[config.mk]
export PLATFORM = sky130hd
export DESIGN_NAME = alu_op_sequencer_flat
export DESIGN_NICKNAME = d
export VERILOG_FILES = /design/src/rtl/alu_op_sequencer_pkg.sv /design/src/rtl/alu_op_sequencer_if.sv /design/src/rtl/alu_op_sequencer_cmd_fifo.sv /design/src/rtl/alu_op_sequencer.sv /design/src/flat_wrapper.sv
export SDC_FILE = /design/constraint.sdc
export NUM_CORES = 1
export LEC_CHECK = 0
export BUFFER_PORTS_ARGS = -buffer_cell sky130_fd_sc_hd__buf_2
export CAP_MARGIN = 20
export CORE_MARGIN = 2
export CORE_UTILIZATION = 59
export DETAILED_ROUTE_END_ITERATION = 12
export GPL_TIMING_DRIVEN = 0
export PLACE_DENSITY = 0.8
export SYNTH_ARGS = -nofsm -noshare
export SYNTH_HDL_FRONTEND = slang
export SYNTH_SLANG_ARGS = --single-unit
[constraint.sdc]
create_clock -name clk -period 4.8 [get_ports clk]
set_input_delay 0.24 -clock clk [delete_from_list [all_inputs] [get_ports clk]]
set_output_delay 0.24 -clock clk [all_outputs]
set_load 0.03 [all_outputs]
[src/rtl/alu_op_sequencer_pkg.sv]
// Shared types for the ALU command sequencer: opcodes, FSM state encoding, command record.
// Build option: ALU_CHAIN_EN (see alu_op_sequencer.sv).
package alu_seq_pkg;

  localparam int SEQ_DATA_W = 32;
  localparam int SEQ_TAG_W  = 4;

  typedef enum logic [3:0] {
    OP_ADD = 4'b0000, OP_SUB = 4'b0001, OP_MUL = 4'b0010, OP_DIV = 4'b0011,
    OP_MOD = 4'b0100, OP_AND = 4'b0101, OP_OR  = 4'b0110, OP_XOR = 4'b0111,
    OP_NOT = 4'b1000, OP_SHL = 4'b1001, OP_SHR = 4'b1010, OP_EQ  = 4'b1011,
    OP_LT  = 4'b1100, OP_GT  = 4'b1101, OP_SEL = 4'b1110, OP_ASR = 4'b1111
  } op_e;

  typedef enum logic [1:0] {
    ST_IDLE   = 2'd0,
    ST_TOGGLE = 2'd1,
    ST_ISSUE  = 2'd2,
    ST_RESP   = 2'd3
  } state_e;

  typedef struct packed {
    logic [3:0]            op;
    logic [SEQ_DATA_W-1:0] a;
    logic [SEQ_DATA_W-1:0] b;
    logic [SEQ_DATA_W-1:0] c;
    logic [SEQ_TAG_W-1:0]  tag;
    logic                  chain;
  } cmd_t;

  function automatic logic is_divop(input logic [3:0] op);
    return (op == OP_DIV) || (op == OP_MOD);
  endfunction

endpackage

[src/rtl/alu_op_sequencer_if.sv]
// Bus bundle between the sequencer (master) and its command source, result sink and ALU (slave).
interface alu_op_sequencer_if #(
  parameter int DATA_W = 32,
  parameter int TAG_W  = 4
);
  // Valid/ready: a transfer happens on a rising edge where valid & ready are both high;
  // a producer holds valid and its payload stable until that edge, and ready never
  // depends on valid.
  logic              cmd_valid;
  logic              cmd_ready;
  logic [3:0]        cmd_op;
  logic [DATA_W-1:0] cmd_a;
  logic [DATA_W-1:0] cmd_b;
  logic [DATA_W-1:0] cmd_c;
  logic [TAG_W-1:0]  cmd_tag;
  logic              cmd_chain;

  logic [3:0]        alu_ctrl;
  logic [DATA_W-1:0] alu_a;
  logic [DATA_W-1:0] alu_b;
  logic [DATA_W-1:0] alu_c;
  logic [DATA_W-1:0] alu_d;

  logic              res_valid;
  logic              res_ready;
  logic [DATA_W-1:0] res_data;
  logic [TAG_W-1:0]  res_tag;
  logic              res_err;

  logic              busy;
  logic [1:0]        dbg_state;

  modport master (
    input  cmd_valid, cmd_op, cmd_a, cmd_b, cmd_c, cmd_tag, cmd_chain, alu_d, res_ready,
    output cmd_ready, alu_ctrl, alu_a, alu_b, alu_c,
           res_valid, res_data, res_tag, res_err, busy, dbg_state
  );

  modport slave (
    output cmd_valid, cmd_op, cmd_a, cmd_b, cmd_c, cmd_tag, cmd_chain, alu_d, res_ready,
    input  cmd_ready, alu_ctrl, alu_a, alu_b, alu_c,
           res_valid, res_data, res_tag, res_err, busy, dbg_state
  );
endinterface

[src/rtl/alu_op_sequencer_cmd_fifo.sv]
// Command FIFO: power-of-two depth, extra-MSB pointers so full/empty need no counter.
module alu_cmd_fifo #(
  parameter int DEPTH = 4,
  parameter int W     = 8
) (
  input  logic         clk,
  input  logic         rst_n,
  input  logic         push_i,
  input  logic [W-1:0] wdata_i,
  input  logic         pop_i,
  output logic [W-1:0] rdata_o,
  output logic         full_o,
  output logic         empty_o
);
  localparam int AW = $clog2(DEPTH);

  logic [AW:0]  wr_ptr_q, rd_ptr_q;
  logic [W-1:0] mem_q [DEPTH];

  assign empty_o = (wr_ptr_q == rd_ptr_q);
  assign full_o  = (wr_ptr_q[AW] != rd_ptr_q[AW]) && (wr_ptr_q[AW-1:0] == rd_ptr_q[AW-1:0]);
  assign rdata_o = mem_q[rd_ptr_q[AW-1:0]];

  always_ff @(posedge clk or negedge rst_n) begin
    if (!rst_n) begin
      wr_ptr_q <= '0;
      rd_ptr_q <= '0;
    end else begin
      if (push_i && !full_o) wr_ptr_q <= wr_ptr_q + 1'b1;
      if (pop_i && !empty_o) rd_ptr_q <= rd_ptr_q + 1'b1;
    end
  end

  // Storage carries no reset; only the pointers define what is valid.
  always_ff @(posedge clk) begin
    if (push_i && !full_o) mem_q[wr_ptr_q[AW-1:0]] <= wdata_i;
  end
endmodule

[src/rtl/alu_op_sequencer.sv]
// Issues buffered commands to an external ALU one at a time and returns results in order.
// Build option: `ALU_CHAIN_EN adds an accumulator that can replace operand a.
module alu_op_sequencer
  import alu_seq_pkg::*;
#(
  parameter int DATA_W     = SEQ_DATA_W,
  parameter int FIFO_DEPTH = 4,
  parameter int ALU_LAT    = 1,
  parameter int TAG_W      = SEQ_TAG_W
) (
  input logic               clk,
  input logic               rst_n,
  alu_op_sequencer_if.master bus
);
  typedef struct packed {
    logic [3:0]        op;
    logic [DATA_W-1:0] a;
    logic [DATA_W-1:0] b;
    logic [DATA_W-1:0] c;
    logic [TAG_W-1:0]  tag;
    logic              chain;
  } seq_cmd_t;

  localparam int         CMD_W    = $bits(seq_cmd_t);
  localparam logic [3:0] LAT_INIT = 4'(ALU_LAT - 1);
  localparam logic [1:0] IDLE     = ST_IDLE;
  localparam logic [1:0] TOGGLE   = ST_TOGGLE;
  localparam logic [1:0] ISSUE    = ST_ISSUE;
  localparam logic [1:0] RESP     = ST_RESP;

  logic [1:0]        state_q, state_d;
  seq_cmd_t          cur_q, cur_d;
  logic [3:0]        lat_q, lat_d;
  logic [3:0]        alu_ctrl_q, alu_ctrl_d;
  logic [DATA_W-1:0] alu_a_q, alu_a_d, alu_b_q, alu_b_d, alu_c_q, alu_c_d;
  logic [DATA_W-1:0] res_data_q, res_data_d;
  logic [TAG_W-1:0]  res_tag_q, res_tag_d;
  logic              res_err_q, res_err_d;

  seq_cmd_t          push_cmd, head;
  logic [CMD_W-1:0]  head_flat;
  logic              push, pop, full, empty;
  logic [DATA_W-1:0] head_a, cur_a;

  assign push_cmd = '{op: bus.cmd_op, a: bus.cmd_a, b: bus.cmd_b, c: bus.cmd_c,
                      tag: bus.cmd_tag, chain: bus.cmd_chain};
  assign push     = bus.cmd_valid && !full;
  assign head     = seq_cmd_t'(head_flat);

  alu_cmd_fifo #(.DEPTH(FIFO_DEPTH), .W(CMD_W)) u_fifo (
    .clk     (clk),
    .rst_n   (rst_n),
    .push_i  (push),
    .wdata_i (push_cmd),
    .pop_i   (pop),
    .rdata_o (head_flat),
    .full_o  (full),
    .empty_o (empty)
  );

`ifdef ALU_CHAIN_EN
  logic [DATA_W-1:0] acc_q, acc_d;
  assign head_a = head.chain  ? acc_q : head.a;
  assign cur_a  = cur_q.chain ? acc_q : cur_q.a;
`else
  logic chain_unused;
  assign head_a       = head.a;
  assign cur_a        = cur_q.a;
  assign chain_unused = head.chain ^ cur_q.chain;
`endif

  always_comb begin
    state_d    = state_q;
    cur_d      = cur_q;
    lat_d      = lat_q;
    alu_ctrl_d = alu_ctrl_q;
    alu_a_d    = alu_a_q;
    alu_b_d    = alu_b_q;
    alu_c_d    = alu_c_q;
    res_data_d = res_data_q;
    res_tag_d  = res_tag_q;
    res_err_d  = res_err_q;
    pop        = 1'b0;
`ifdef ALU_CHAIN_EN
    acc_d      = acc_q;
`endif
    case (state_q)
      IDLE: begin
        if (!empty) begin
          pop   = 1'b1;
          cur_d = head;
          // Divide-by-zero never reaches the ALU; ports keep their previous values.
          if (is_divop(head.op) && (head.b == '0)) begin
            res_err_d  = 1'b1;
            res_data_d = '0;
            res_tag_d  = head.tag;
            state_d    = RESP;
          end else if (head.op == alu_ctrl_q) begin
            // The ALU only re-evaluates on a ctrl change, so force one.
            alu_ctrl_d = ~head.op;
            state_d    = TOGGLE;
          end else begin
            alu_ctrl_d = head.op;
            alu_a_d    = head_a;
            alu_b_d    = head.b;
            alu_c_d    = head.c;
            lat_d      = LAT_INIT;
            state_d    = ISSUE;
          end
        end
      end
      TOGGLE: begin
        alu_ctrl_d = cur_q.op;
        alu_a_d    = cur_a;
        alu_b_d    = cur_q.b;
        alu_c_d    = cur_q.c;
        lat_d      = LAT_INIT;
        state_d    = ISSUE;
      end
      ISSUE: begin
        if (lat_q == 4'd0) begin
          res_data_d = bus.alu_d;
          res_tag_d  = cur_q.tag;
          res_err_d  = 1'b0;
`ifdef ALU_CHAIN_EN
          acc_d      = bus.alu_d;
`endif
          state_d    = RESP;
        end else begin
          lat_d = lat_q - 4'd1;
        end
      end
      RESP: begin
        if (bus.res_ready) state_d = IDLE;
      end
      default: state_d = IDLE;
    endcase
  end

  always_ff @(posedge clk or negedge rst_n) begin
    if (!rst_n) begin
      state_q    <= IDLE;
      cur_q      <= '0;
      lat_q      <= '0;
      alu_ctrl_q <= '0;
      alu_a_q    <= '0;
      alu_b_q    <= '0;
      alu_c_q    <= '0;
      res_data_q <= '0;
      res_tag_q  <= '0;
      res_err_q  <= 1'b0;
    end else begin
      state_q    <= state_d;
      cur_q      <= cur_d;
      lat_q      <= lat_d;
      alu_ctrl_q <= alu_ctrl_d;
      alu_a_q    <= alu_a_d;
      alu_b_q    <= alu_b_d;
      alu_c_q    <= alu_c_d;
      res_data_q <= res_data_d;
      res_tag_q  <= res_tag_d;
      res_err_q  <= res_err_d;
    end
  end

`ifdef ALU_CHAIN_EN
  always_ff @(posedge clk or negedge rst_n) begin
    if (!rst_n) acc_q <= '0;
    else        acc_q <= acc_d;
  end
`endif

  assign bus.cmd_ready = !full;
  assign bus.alu_ctrl  = alu_ctrl_q;
  assign bus.alu_a     = alu_a_q;
  assign bus.alu_b     = alu_b_q;
  assign bus.alu_c     = alu_c_q;
  assign bus.res_valid = (state_q == RESP);
  assign bus.res_data  = res_data_q;
  assign bus.res_tag   = res_tag_q;
  assign bus.res_err   = res_err_q;
  assign bus.busy      = (state_q != IDLE) || !empty;
  assign bus.dbg_state = state_q;
endmodule

[src/flat_wrapper.sv]
// flat-port wrapper written by rule: the top's interface ports become plain ports
module alu_op_sequencer_flat import alu_seq_pkg::*;
#(
  parameter int DATA_W     = SEQ_DATA_W,
  parameter int FIFO_DEPTH = 4,
  parameter int ALU_LAT    = 1,
  parameter int TAG_W      = SEQ_TAG_W
)
  (clk, rst_n, bus_cmd_valid, bus_cmd_op, bus_cmd_a, bus_cmd_b, bus_cmd_c, bus_cmd_tag, bus_cmd_chain, bus_alu_d, bus_res_ready, bus_cmd_ready, bus_alu_ctrl, bus_alu_a, bus_alu_b, bus_alu_c, bus_res_valid, bus_res_data, bus_res_tag, bus_res_err, bus_busy, bus_dbg_state);
  alu_op_sequencer_if #(.DATA_W(DATA_W), .TAG_W(TAG_W)) bus_i ();
  input logic clk;
  input logic rst_n;
  input wire logic [$bits(bus_i.cmd_valid)-1:0] bus_cmd_valid;
  input wire logic [$bits(bus_i.cmd_op)-1:0] bus_cmd_op;
  input wire logic [$bits(bus_i.cmd_a)-1:0] bus_cmd_a;
  input wire logic [$bits(bus_i.cmd_b)-1:0] bus_cmd_b;
  input wire logic [$bits(bus_i.cmd_c)-1:0] bus_cmd_c;
  input wire logic [$bits(bus_i.cmd_tag)-1:0] bus_cmd_tag;
  input wire logic [$bits(bus_i.cmd_chain)-1:0] bus_cmd_chain;
  input wire logic [$bits(bus_i.alu_d)-1:0] bus_alu_d;
  input wire logic [$bits(bus_i.res_ready)-1:0] bus_res_ready;
  output wire logic [$bits(bus_i.cmd_ready)-1:0] bus_cmd_ready;
  output wire logic [$bits(bus_i.alu_ctrl)-1:0] bus_alu_ctrl;
  output wire logic [$bits(bus_i.alu_a)-1:0] bus_alu_a;
  output wire logic [$bits(bus_i.alu_b)-1:0] bus_alu_b;
  output wire logic [$bits(bus_i.alu_c)-1:0] bus_alu_c;
  output wire logic [$bits(bus_i.res_valid)-1:0] bus_res_valid;
  output wire logic [$bits(bus_i.res_data)-1:0] bus_res_data;
  output wire logic [$bits(bus_i.res_tag)-1:0] bus_res_tag;
  output wire logic [$bits(bus_i.res_err)-1:0] bus_res_err;
  output wire logic [$bits(bus_i.busy)-1:0] bus_busy;
  output wire logic [$bits(bus_i.dbg_state)-1:0] bus_dbg_state;
  assign bus_i.cmd_valid = bus_cmd_valid;
  assign bus_i.cmd_op = bus_cmd_op;
  assign bus_i.cmd_a = bus_cmd_a;
  assign bus_i.cmd_b = bus_cmd_b;
  assign bus_i.cmd_c = bus_cmd_c;
  assign bus_i.cmd_tag = bus_cmd_tag;
  assign bus_i.cmd_chain = bus_cmd_chain;
  assign bus_i.alu_d = bus_alu_d;
  assign bus_i.res_ready = bus_res_ready;
  assign bus_cmd_ready = bus_i.cmd_ready;
  assign bus_alu_ctrl = bus_i.alu_ctrl;
  assign bus_alu_a = bus_i.alu_a;
  assign bus_alu_b = bus_i.alu_b;
  assign bus_alu_c = bus_i.alu_c;
  assign bus_res_valid = bus_i.res_valid;
  assign bus_res_data = bus_i.res_data;
  assign bus_res_tag = bus_i.res_tag;
  assign bus_res_err = bus_i.res_err;
  assign bus_busy = bus_i.busy;
  assign bus_dbg_state = bus_i.dbg_state;
  alu_op_sequencer #(.DATA_W(DATA_W), .FIFO_DEPTH(FIFO_DEPTH), .ALU_LAT(ALU_LAT), .TAG_W(TAG_W)) u_core (.clk(clk), .rst_n(rst_n), .bus(bus_i));
endmodule
==> out/results.ini, run 1 <==
[logic_synthesis]
synthDistinctLibCells=50
synth_top_cell_area_share_pct=47.12
yosys_warnings=0
seq_area_frac_synth_pct=71.00
synth_area_leaders=edfxtp_1 47%, dfrtp_1 24%, mux2_2 9.5%, mux4_2 8.8%, nand2_1 2.4%
synth_edf_count=416
synthTopCellsByCount=416 x edfxtp_1, 253 x dfrtp_1, 223 x mux2_2
yosysMostFrequentCell=edfxtp_1
ys_ff_latch=669
synth-main-ff-cell=edfxtp_1
synth_fp_nets=1609
yosys.area.top_type=edfxtp_1
async_flop_share_pct=37.82
syn_inst=1457
synth_area_sq_mm=0.02651
syn_avg_cell_area_sq_um=18.20

[sta]
final.setup.worst_slack_ns=0.3532
drv_slew=0
period_share_pct=92.64
min_period_ns=4.447
finalSetupTns_ns=0
rsz0062_at_grt=false
finalHoldViolations=0
max_freq_mhz=224.9
slew-limit-headroom_pct=37.17
finalSetupViolCount=0
worst-slew-pin-transition_ns=0.9425
finalClockSkew_ns=0.02150

[clocking]
clock_path_buffers=3
root_buffer=clkbuf_16
h-tree-depth=3
worst_skew_pair.late_latency_ns=0.58
cts_tree=yes
clk_pin_slew_worst_paths_ns=0.06
cts_made_buffers=68
clock-sinks=669

[routing]
wl_per_cell_um=23.24
drt-total-wl_um=60500
drc=0
viasPerCell=5.756
dr.pass1.iters=5
vias=14980
drt_iter0_drc=1374
drtAntennaViolNets=0

[worst_setup_path]
crit_path_cell_trace=buf_6 -> buf_12 -> clkbuf_1 -> mux4_2 -> nor4_1 -> nand4_1 -> o311ai_2 -> a21boi_2 -> buf_6 -> buf_6 -> mux2_1
endpoint_kind=flip-flop
critPathMaxStageDelay_ns=0.66
crit_top_cell=buf_6
startpoint_type=flip-flop
critPathTopFamily=buffers and inverters
criticalPathCategory=flip-flop to flip-flop
crit_path_top_delay_cell=clkbuf_1
crit_required_ns=5.25
crit_arrival_ns=4.90
crit_buf_inv=5
path_max_fanout=10
ff2ff_setup_slack_ns=0.35

[grt]
grt_start_max_net_pins=102
grt_pass1_wl_um=93320
grt_usage_pct=26.49
grt_antenna_before_repair=5
grt_pass1_vias=16350
grt-ovfl-total=0

[floorplan]
die_height_um=216.0
num_io_pins=283
start_util_pct=59.82
core_sq_mm=0.04432
dieArea_sq_mm=0.04665
row_count=77
die_width_um=216.0

[place]
gp_congestion=0.8249
post_dp_cell_area_sq_mm=0.02896
dpl.hpwl_um=36700
post-place-ws_ns=0.2725
io_buffers=281

[power]
ir_drop_uv=440.7
p_leak_nw=12.83
pwr_density_cell_mw_per_mm2=724.2
p_total_mw=23.56

[outcome]
status=finished clean

[layout]
fin_area_sq_mm=0.03253
drive_gt1_share_pct=37.15
fin_nets=2107
area_growth_pct=22.71

[hold_path]
hp-class=input port to flip-flop

[job]
drv_cap=0

per-layer routing:
metal	vias to the layer above	track usage [%]	part of all wire (%)
met3	109	4.947	6.3
met4	6	8.699	2.3
met5	-	0	0.071
li1	6531	-	-
met2	589	45.86	52
met1	7748	34.15	39
flip-flops by register name, summed over array words and instances (netlist names):
register and count:
u_core.bus.alu_b 32, u_core.lat_q 4, u_core.u_fifo.mem_q 416, u_core.u_fifo.rd_ptr_q 3, u_core.bus.res_data 32, u_core.bus.res_tag 4, u_core.bus.dbg_state 2, u_core.cur_q 72
u_core.bus.res_err 1, u_core.bus.alu_a 32, u_core.cur_a 32, u_core.bus.alu_c 32, u_core.bus.alu_ctrl 4, u_core.u_fifo.wr_ptr_q 3
path summary, 6_finish.rpt:
path                       depth (start not counted)                       from                        end
setup reg to reg                                  11  u_core.u_fifo.rd_ptr_q[0]       u_core.bus.alu_b[30]
min in group asynchronous                          2                      rst_n    u_core.bus.res_data[28]
hold reg to reg                                    2           u_core.cur_q[53]           u_core.cur_q[53]
max in group asynchronous                          3                      rst_n       u_core.bus.alu_c[31]
setup / recovery                                  11  u_core.u_fifo.rd_ptr_q[0]       u_core.bus.alu_b[30]
hold / removal                                     3              bus_cmd_valid  u_core.u_fifo.wr_ptr_q[0]
worst min-delay path, cell delays in order:
cell and delay (ns):
buf_2 0.13, and2_1 0.18, xnor2_1 0.08
report_power, final:
part	leakage (nW)	switching (mW)	internal, mW
clock network	1.07	2.11	3.09
logic	4.89	5.42	4.07
registers	6.87	0.756	8.12
total	12.8	8.28	15.3
cell usage in the layout (no fill, tap or decap), types with 4 or more instances in the layout:
cell,count
edfxtp_1,416
buf_2,288
dfrtp_1,253
mux2_2,223
nand2_1,168
dlygate4sd3_1,137
mux4_2,103
clkbuf_16,71
clkbuf_1,56
inv_1,42
mux2_1,40
mux2i_1,34
buf_1,14
xor2_1,11
ha_1,11
clkinv_1,11
buf_16,10
nor4_1,9
buf_6,8
o21ai_0,7
clkbuf_8,7
nor3_1,6
clkinv_2,6
nor2b_1,5
nand3_1,5
bufinv_16,5
buf_12,4
nor2_1,4
and3_4,4
mux2_4,4
metrics by stage:
step | instances | hold slack (ns) | util [%]
finish | 2603 | 0.09859 | 73.40
global route | 2601 | 0.07748 | 73.39
CTS | 2600 | 0.05548 | 73.38
detailed placement | 2340 | 0.1837 | 65.35
global placement | 2330 | 0.4495 | 64.66
floorplan | 1457 | -0.05559 | -
logic make-up after synthesis:
group | synth area share, %
flip-flops | 71.00
multiplexers | 21.53
AND/OR/NAND/NOR | 3.615
buffers and inverters | 2.138
AO/OA/AOI/OAI | 0.7316
XOR/XNOR | 0.4625
adder cells (fa/ha/maj) | 0.5192
cell type report:
cell class	instances	area, sq um
repair buffers	428	3063
clock inverters	23	230.2
plain buffers	72	412.9
flip-flops and latches	669	18820
fillers	2600	11790
diodes	3	7.507
multi-input cells	674	7141
well taps	592	740.7
clock buffers	100	1956
inverters	42	157.7
what timing repair did:
action	4_1_cts	5_1_grt
endpoints found under the hold margin	500	0
buffers inserted	0	0
setup endpoints to repair	0	40
gates resized for setup	0	6
hold buffers	137	0
Note: power is estimated with default switching activity, not from simulation.
==> run 2: changes to the inputs <==
Settings changed: CAP_MARGIN 20 to 40, SETUP_SLACK_MARGIN set to 0.5.
==> out/results.ini, run 2 (synthesized netlist as in run 1, its figures left out) <==
[layout]
drive_gt1_share_pct=37.79  ; +0.63 points
mostFrequentLayoutCells=416 x edfxtp_1, 288 x buf_2, 253 x dfrtp_1, 223 x mux2_2, 168 x nand2_1
area_growth_pct=23.17
largest_reg_flops=416  ; unchanged
fin_area_sq_mm=0.03265  ; +0.38%
fin_nets=2114  ; +0.33%
fin_util_pct=73.68  ; +0.28 points
final_common_cell=edfxtp_1

[floorplan]
die_width_um=216.0  ; unchanged
num_io_pins=283  ; unchanged
row_count=77  ; unchanged
start_util_pct=59.82  ; unchanged
core_sq_mm=0.04432  ; unchanged
dieArea_sq_mm=0.04665  ; unchanged
die_height_um=216.0  ; unchanged

[worst_setup_path]
crit_top_cell=buf_6
path_max_fanout=10  ; unchanged
critPathTopFamily=buffers and inverters
criticalPathCategory=flip-flop to flip-flop
crit_arrival_ns=4.70  ; -0.20 ns
critPathMaxStageDelay_ns=0.47  ; -0.19 ns
crit_buf_inv=5  ; unchanged
startpoint_type=flip-flop
crit_path_top_delay_cell=nor4_2
crit_required_ns=5.27  ; +0.02 ns
crit_path_cell_trace=clkbuf_1 -> buf_2 -> clkbuf_2 -> mux4_2 -> nor4_2 -> nand4_1 -> o311ai_2 -> a21boi_2 -> buf_6 -> buf_6 -> mux2_1
endpoint_kind=flip-flop

[sta]
period_share_pct=88.23  ; -4.4 points
finalSetupViolCount=0  ; unchanged
max_freq_mhz=236.1  ; +5.0%
min_period_ns=4.235  ; -0.2117 ns
rsz0062_at_grt=false
slew-limit-headroom_pct=40.43  ; +3.3 points
worst-slew-pin-transition_ns=0.8936  ; -0.04886 ns
finalHoldViolations=0  ; unchanged
whs_ns=0.1060  ; +0.007417 ns
drv_slew=0  ; unchanged
final.setup.worst_slack_ns=0.5650  ; +0.2117 ns
finalClockSkew_ns=0.02895  ; +0.007443 ns

[power]
pwr_density_cell_mw_per_mm2=726.8  ; +0.35%
ir_drop_uv=482.9  ; +9.6%
power.share.clock_pct=22.1  ; about the same
pwr-share-seq_pct=37.5  ; -0.2 points
p_switching_mw=8.332  ; +0.58%
p_leak_nw=12.89  ; +0.51%
internal_power_mw=15.40  ; +0.81%
p_sw_share_pct=35.11  ; -0.053 points
p_comb_share_pct=40.4  ; about the same

[hold_path]
hp-class=input port to flip-flop

[grt]
grt-ovfl-total=0  ; unchanged
grt_usage_pct=27.08  ; +0.59 points
grt_start_max_net_pins=119  ; +17%
grt_antenna_before_repair=3  ; -2
grt_pass1_vias=16510  ; +1.0%
grt_pass1_wl_um=94700  ; +1.5%

[place]
dpl.hpwl_um=37850  ; +3.1%
post_dp_cell_area_sq_mm=0.02905  ; +0.31%
io_buffers=281  ; unchanged
gp_congestion=0.8589  ; +4.1%
post-place-ws_ns=0.1904  ; -0.08205 ns

[clocking]
clock_path_buffers=3  ; unchanged
clock-sinks=669  ; unchanged
post_cts_buffers=0  ; unchanged
cts_tree=yes
clk_pin_slew_worst_paths_ns=0.06  ; about the same
h-tree-depth=3  ; unchanged
cts_made_buffers=67  ; -1.5%
root_buffer=clkbuf_16
worst_skew_pair.late_latency_ns=0.60  ; +0.02 ns

[routing]
vias=15150  ; +1.1%
drc=0  ; unchanged
drt-total-wl_um=61480  ; +1.6%
drtAntennaViolNets=0  ; unchanged
dr.pass1.iters=5  ; unchanged
wl_per_cell_um=23.58  ; +1.5%
drt_iter0_drc=1238  ; -9.9%
viasPerCell=5.811  ; +0.95%

[job]
drv_cap=0  ; unchanged

[outcome]
status=finished clean

## run 2: worst paths after layout
check	from	to	slack, ns	depth (start not counted)
max in group asynchronous	rst_n	u_core.cur_a[29]	3.24	4
min in group asynchronous	rst_n	u_core.bus.res_data[0]	0.14	2
min	bus_cmd_valid	u_core.u_fifo.wr_ptr_q[0]	0.11	3
max reg2reg	u_core.u_fifo.rd_ptr_q[1]	u_core.bus.alu_b[24]	0.56	11
max	u_core.u_fifo.rd_ptr_q[1]	u_core.bus.alu_b[24]	0.56	11
min reg2reg	u_core.cur_q[53]	u_core.cur_q[53]	0.47	2
## run 2: cell type report
cell class | count | area [sq um]
Buffer | 72 | 411.6
Timing Repair Buffer | 436 | 3153
Inverter | 42 | 157.7
Antenna cell | 1 | 2.502
Sequential cell | 669 | 18820
Fill cell | 2587 | 11660
Tap cell | 592 | 740.7
Clock buffer | 105 | 2004
Clock inverter | 16 | 207.7
Multi-Input combinational cell | 674 | 7153
## run 2: worst register-to-register path, cell delays in order (launching register included)
cell	delay, ns
dfrtp_1	0.36
clkbuf_1	0.36
buf_2	0.36
clkbuf_2	0.37
mux4_2	0.45
nor4_2	0.47
nand4_1	0.26
o311ai_2	0.43
a21boi_2	0.28
buf_6	0.26
buf_6	0.18
mux2_1	0.36
## run 2: stage by stage
step / total power [mW] / instances / setup TNS [ns]
floorplan: 15.43 / 1457 / 0
global route: 24.86 / 2607 / 0
CTS: 23.79 / 2606 / 0
global placement: 17.78 / 2330 / -445.21
finish: 23.73 / 2607 / 0
detailed placement: 18.37 / 2348 / 0
## run 2: power groups by stage
stage / clock, mW / combinational, mW / sequential [mW]
CTS: 5.32 / 9.61 / 8.86
floorplan: 0 / 5.57 / 9.86
global placement: 0 / 8.90 / 8.89
global route: 5.55 / 10.3 / 9.04
finish: 5.25 / 9.59 / 8.89
detailed placement: 0 / 9.43 / 8.94
## run 2: per-layer routing
layer	vias to the layer above	GRT usage, %	share of wire, %
li1	6542	-	-
met2	619	47.32	52
met1	7875	34.10	39
met3	109	5.159	6.6
met5	-	0	0.039
met4	4	9.635	2.5
## run 2: repair_timing
action                     4_1_cts  5_1_grt
hold buffers                   137        0
setup endpoints to repair       96       40
resized for setup                3        1
hold endpoints to repair       510        0
==> run 3: changes to the inputs <==
Settings changed: PLACE_DENSITY 0.8 to unset, PLACE_DENSITY_LB_ADDON set to 0.1.
==> out/results.ini, run 3 (synthesized netlist as in run 1, its figures left out) <==
[sta]
min_period_ns=4.018  ; -0.2170 ns
final.setup.worst_slack_ns=0.7820  ; +0.2170 ns
finalHoldViolations=0  ; unchanged
drv_slew=0  ; unchanged
finalClockSkew_ns=0.02315  ; -0.005798 ns
finalSetupViolCount=0  ; unchanged
slew-limit-headroom_pct=43.58  ; +3.2 points
whs_ns=0.08323  ; -0.02278 ns
worst-slew-pin-transition_ns=0.8463  ; -0.04730 ns
rsz0062_at_grt=false
max_freq_mhz=248.9  ; +5.4%
period_share_pct=83.71  ; -4.5 points

[layout]
final_common_cell=edfxtp_1
multiInputGateArea_sq_mm=0.007147  ; about the same
instances_no_fill=2612  ; +0.19%
fin_nets=2115  ; +0.047%
fin_util_pct=73.56  ; -0.12 points
mostFrequentLayoutCells=416 x edfxtp_1, 287 x buf_2, 253 x dfrtp_1, 223 x mux2_2, 168 x nand2_1
largest_reg_flops=416  ; unchanged
fillers=2755  ; +6.5%
area_growth_pct=22.97
drive_gt1_share_pct=37.72  ; -0.068 points
regArea_sq_mm=0.01882  ; unchanged

[grt]
grt_antenna_before_repair=5  ; +2
grt_pass1_vias=15890  ; -3.8%
grt_pass1_wl_um=90480  ; -4.5%
grt-ovfl-total=0  ; unchanged
grt_usage_pct=25.86  ; -1.2 points
grt_start_max_net_pins=95  ; -20%

[power]
pwr_density_cell_mw_per_mm2=718.0  ; -1.2%
p_leak_nw=12.86  ; -0.21%
ir_drop_uv=520.8  ; +7.9%

[floorplan]
die_width_um=216.0  ; unchanged
core_sq_mm=0.04432  ; unchanged
row_count=77  ; unchanged
start_util_pct=59.82  ; unchanged
dieArea_sq_mm=0.04665  ; unchanged
die_height_um=216.0  ; unchanged
num_io_pins=283  ; unchanged

[hold_path]
worstHoldStart=bus_cmd_valid
hp-class=input port to flip-flop

[routing]
drc=0  ; unchanged
drtAntennaViolNets=0  ; unchanged
drt_iter0_drc=1142  ; -7.8%
drt-total-wl_um=58640  ; -4.6%
vias=14760  ; -2.6%
wl_per_cell_um=22.45  ; -4.8%
dr.pass1.iters=5  ; unchanged
viasPerCell=5.650  ; -2.8%

[place]
io_buffers=281  ; unchanged
placed_cells=2348  ; unchanged
dpl.hpwl_um=37190  ; -1.8%
post-place-ws_ns=0.08947  ; -0.1009 ns
gp_congestion=0.8402  ; -2.2%

[clocking]
clock-sinks=669  ; unchanged
post_cts_buffers=0  ; unchanged
clock_path_buffers=3  ; unchanged
clk_pin_slew_worst_paths_ns=0.06  ; about the same
h-tree-depth=3  ; unchanged
worst_skew_pair.late_latency_ns=0.58  ; -0.02 ns
cts_made_buffers=68  ; +1.5%
cts_tree=yes
root_buffer=clkbuf_16

[job]
drv_cap=0  ; unchanged

[worst_setup_path]
crit_required_ns=5.25  ; -0.02 ns
crit_path_top_delay_cell=nor4_1
crit_arrival_ns=4.47  ; -0.23 ns
criticalPathCategory=flip-flop to flip-flop
crit_path_cell_trace=clkbuf_2 -> buf_4 -> clkbuf_2 -> mux4_2 -> nor4_1 -> nand4_1 -> o311ai_2 -> a21boi_2 -> buf_6 -> buf_6 -> mux2_1
startpoint_type=flip-flop
startpoint=u_core.u_fifo.rd_ptr_q[1]
path_max_fanout=10  ; unchanged
critPathMaxStageDelay_ns=0.52  ; +0.05 ns
endpoint_kind=flip-flop
reg2reg_from=u_core.u_fifo.rd_ptr_q[1]

[outcome]
status=finished clean

-- run 3: cell types whose count changed in the layout (fill, tap and decap cells not counted), sizes merged --
| cell | change |
|---|---|
| clkdlybuf4s15 | +1 |
| clkbuf | +1 |
| diode | +4 |
| bufinv | -2 |
| buf | -1 |
| clkinv | +2 |
-- run 3: layer usage --
layer	routed length, um	track usage (%)	share of wire, %
met3	3549	5.243	6.1
met1	23480	33.56	40
met2	29970	44.60	51
met4	1640	7.717	2.8
met5	0	0	0
-- run 3: worst paths after layout --
kind                                             endpoint  slack (ns)  cells after the start
worst min register to register           u_core.cur_q[56]        0.47                      2
max in group asynchronous                u_core.cur_q[36]        3.60                      3
worst max-delay path                 u_core.bus.alu_b[29]        0.78                     11
min in group asynchronous          u_core.bus.res_data[4]        0.25                      2
worst min-delay path            u_core.u_fifo.wr_ptr_q[0]        0.08                      3
worst max register to register       u_core.bus.alu_b[29]        0.78                     11
-- run 3: final cells by class --
type | count | area share (%)
flip-flops and latches | 669 | 57.74
diodes | 5 | 0.03838
multi-input cells | 674 | 21.92
plain buffers | 72 | 1.301
clock inverters | 16 | 0.4913
inverters | 42 | 0.4836
repair buffers | 436 | 9.649
clock buffers | 106 | 6.099
well taps | 592 | 2.272
-- run 3: repair_timing --
item                                    in CTS  in global routing
gates resized for setup                      7                  2
gates cloned                                 0                  0
endpoints found under the setup margin     234                 50
hold buffers                               137                  0
hold endpoints to repair                   531                  0
-- run 3: power by group --
part	internal (mW)	leakage, nW	switching (mW)
Sequential	8.12	6.87	0.715
Combinational	4.13	4.94	5.34
Clock	3.01	1.05	2.09
Total	15.3	12.9	8.15
-- run 3: stage by stage --
step                      total power [mW]  area [sq um]  setup TNS (ns)
after floorplan                      15.43         26520               0
after global placement               17.89         28660         -538.74
after CTS                            23.60         32590               0
after global routing                 24.62         32600               0
after detailed placement             18.35         29050               0
final                                23.40         32600               0
-- run 3: worst max-delay path, delay by kind of cell (launching register included) --
kind	cells	cell delay (ns)
buffers and inverters	5	1.33
multiplexers	2	0.74
AND/OR/NAND/NOR	2	0.73
flip-flops	1	0.37
AO/OA/AOI/OAI	2	0.70
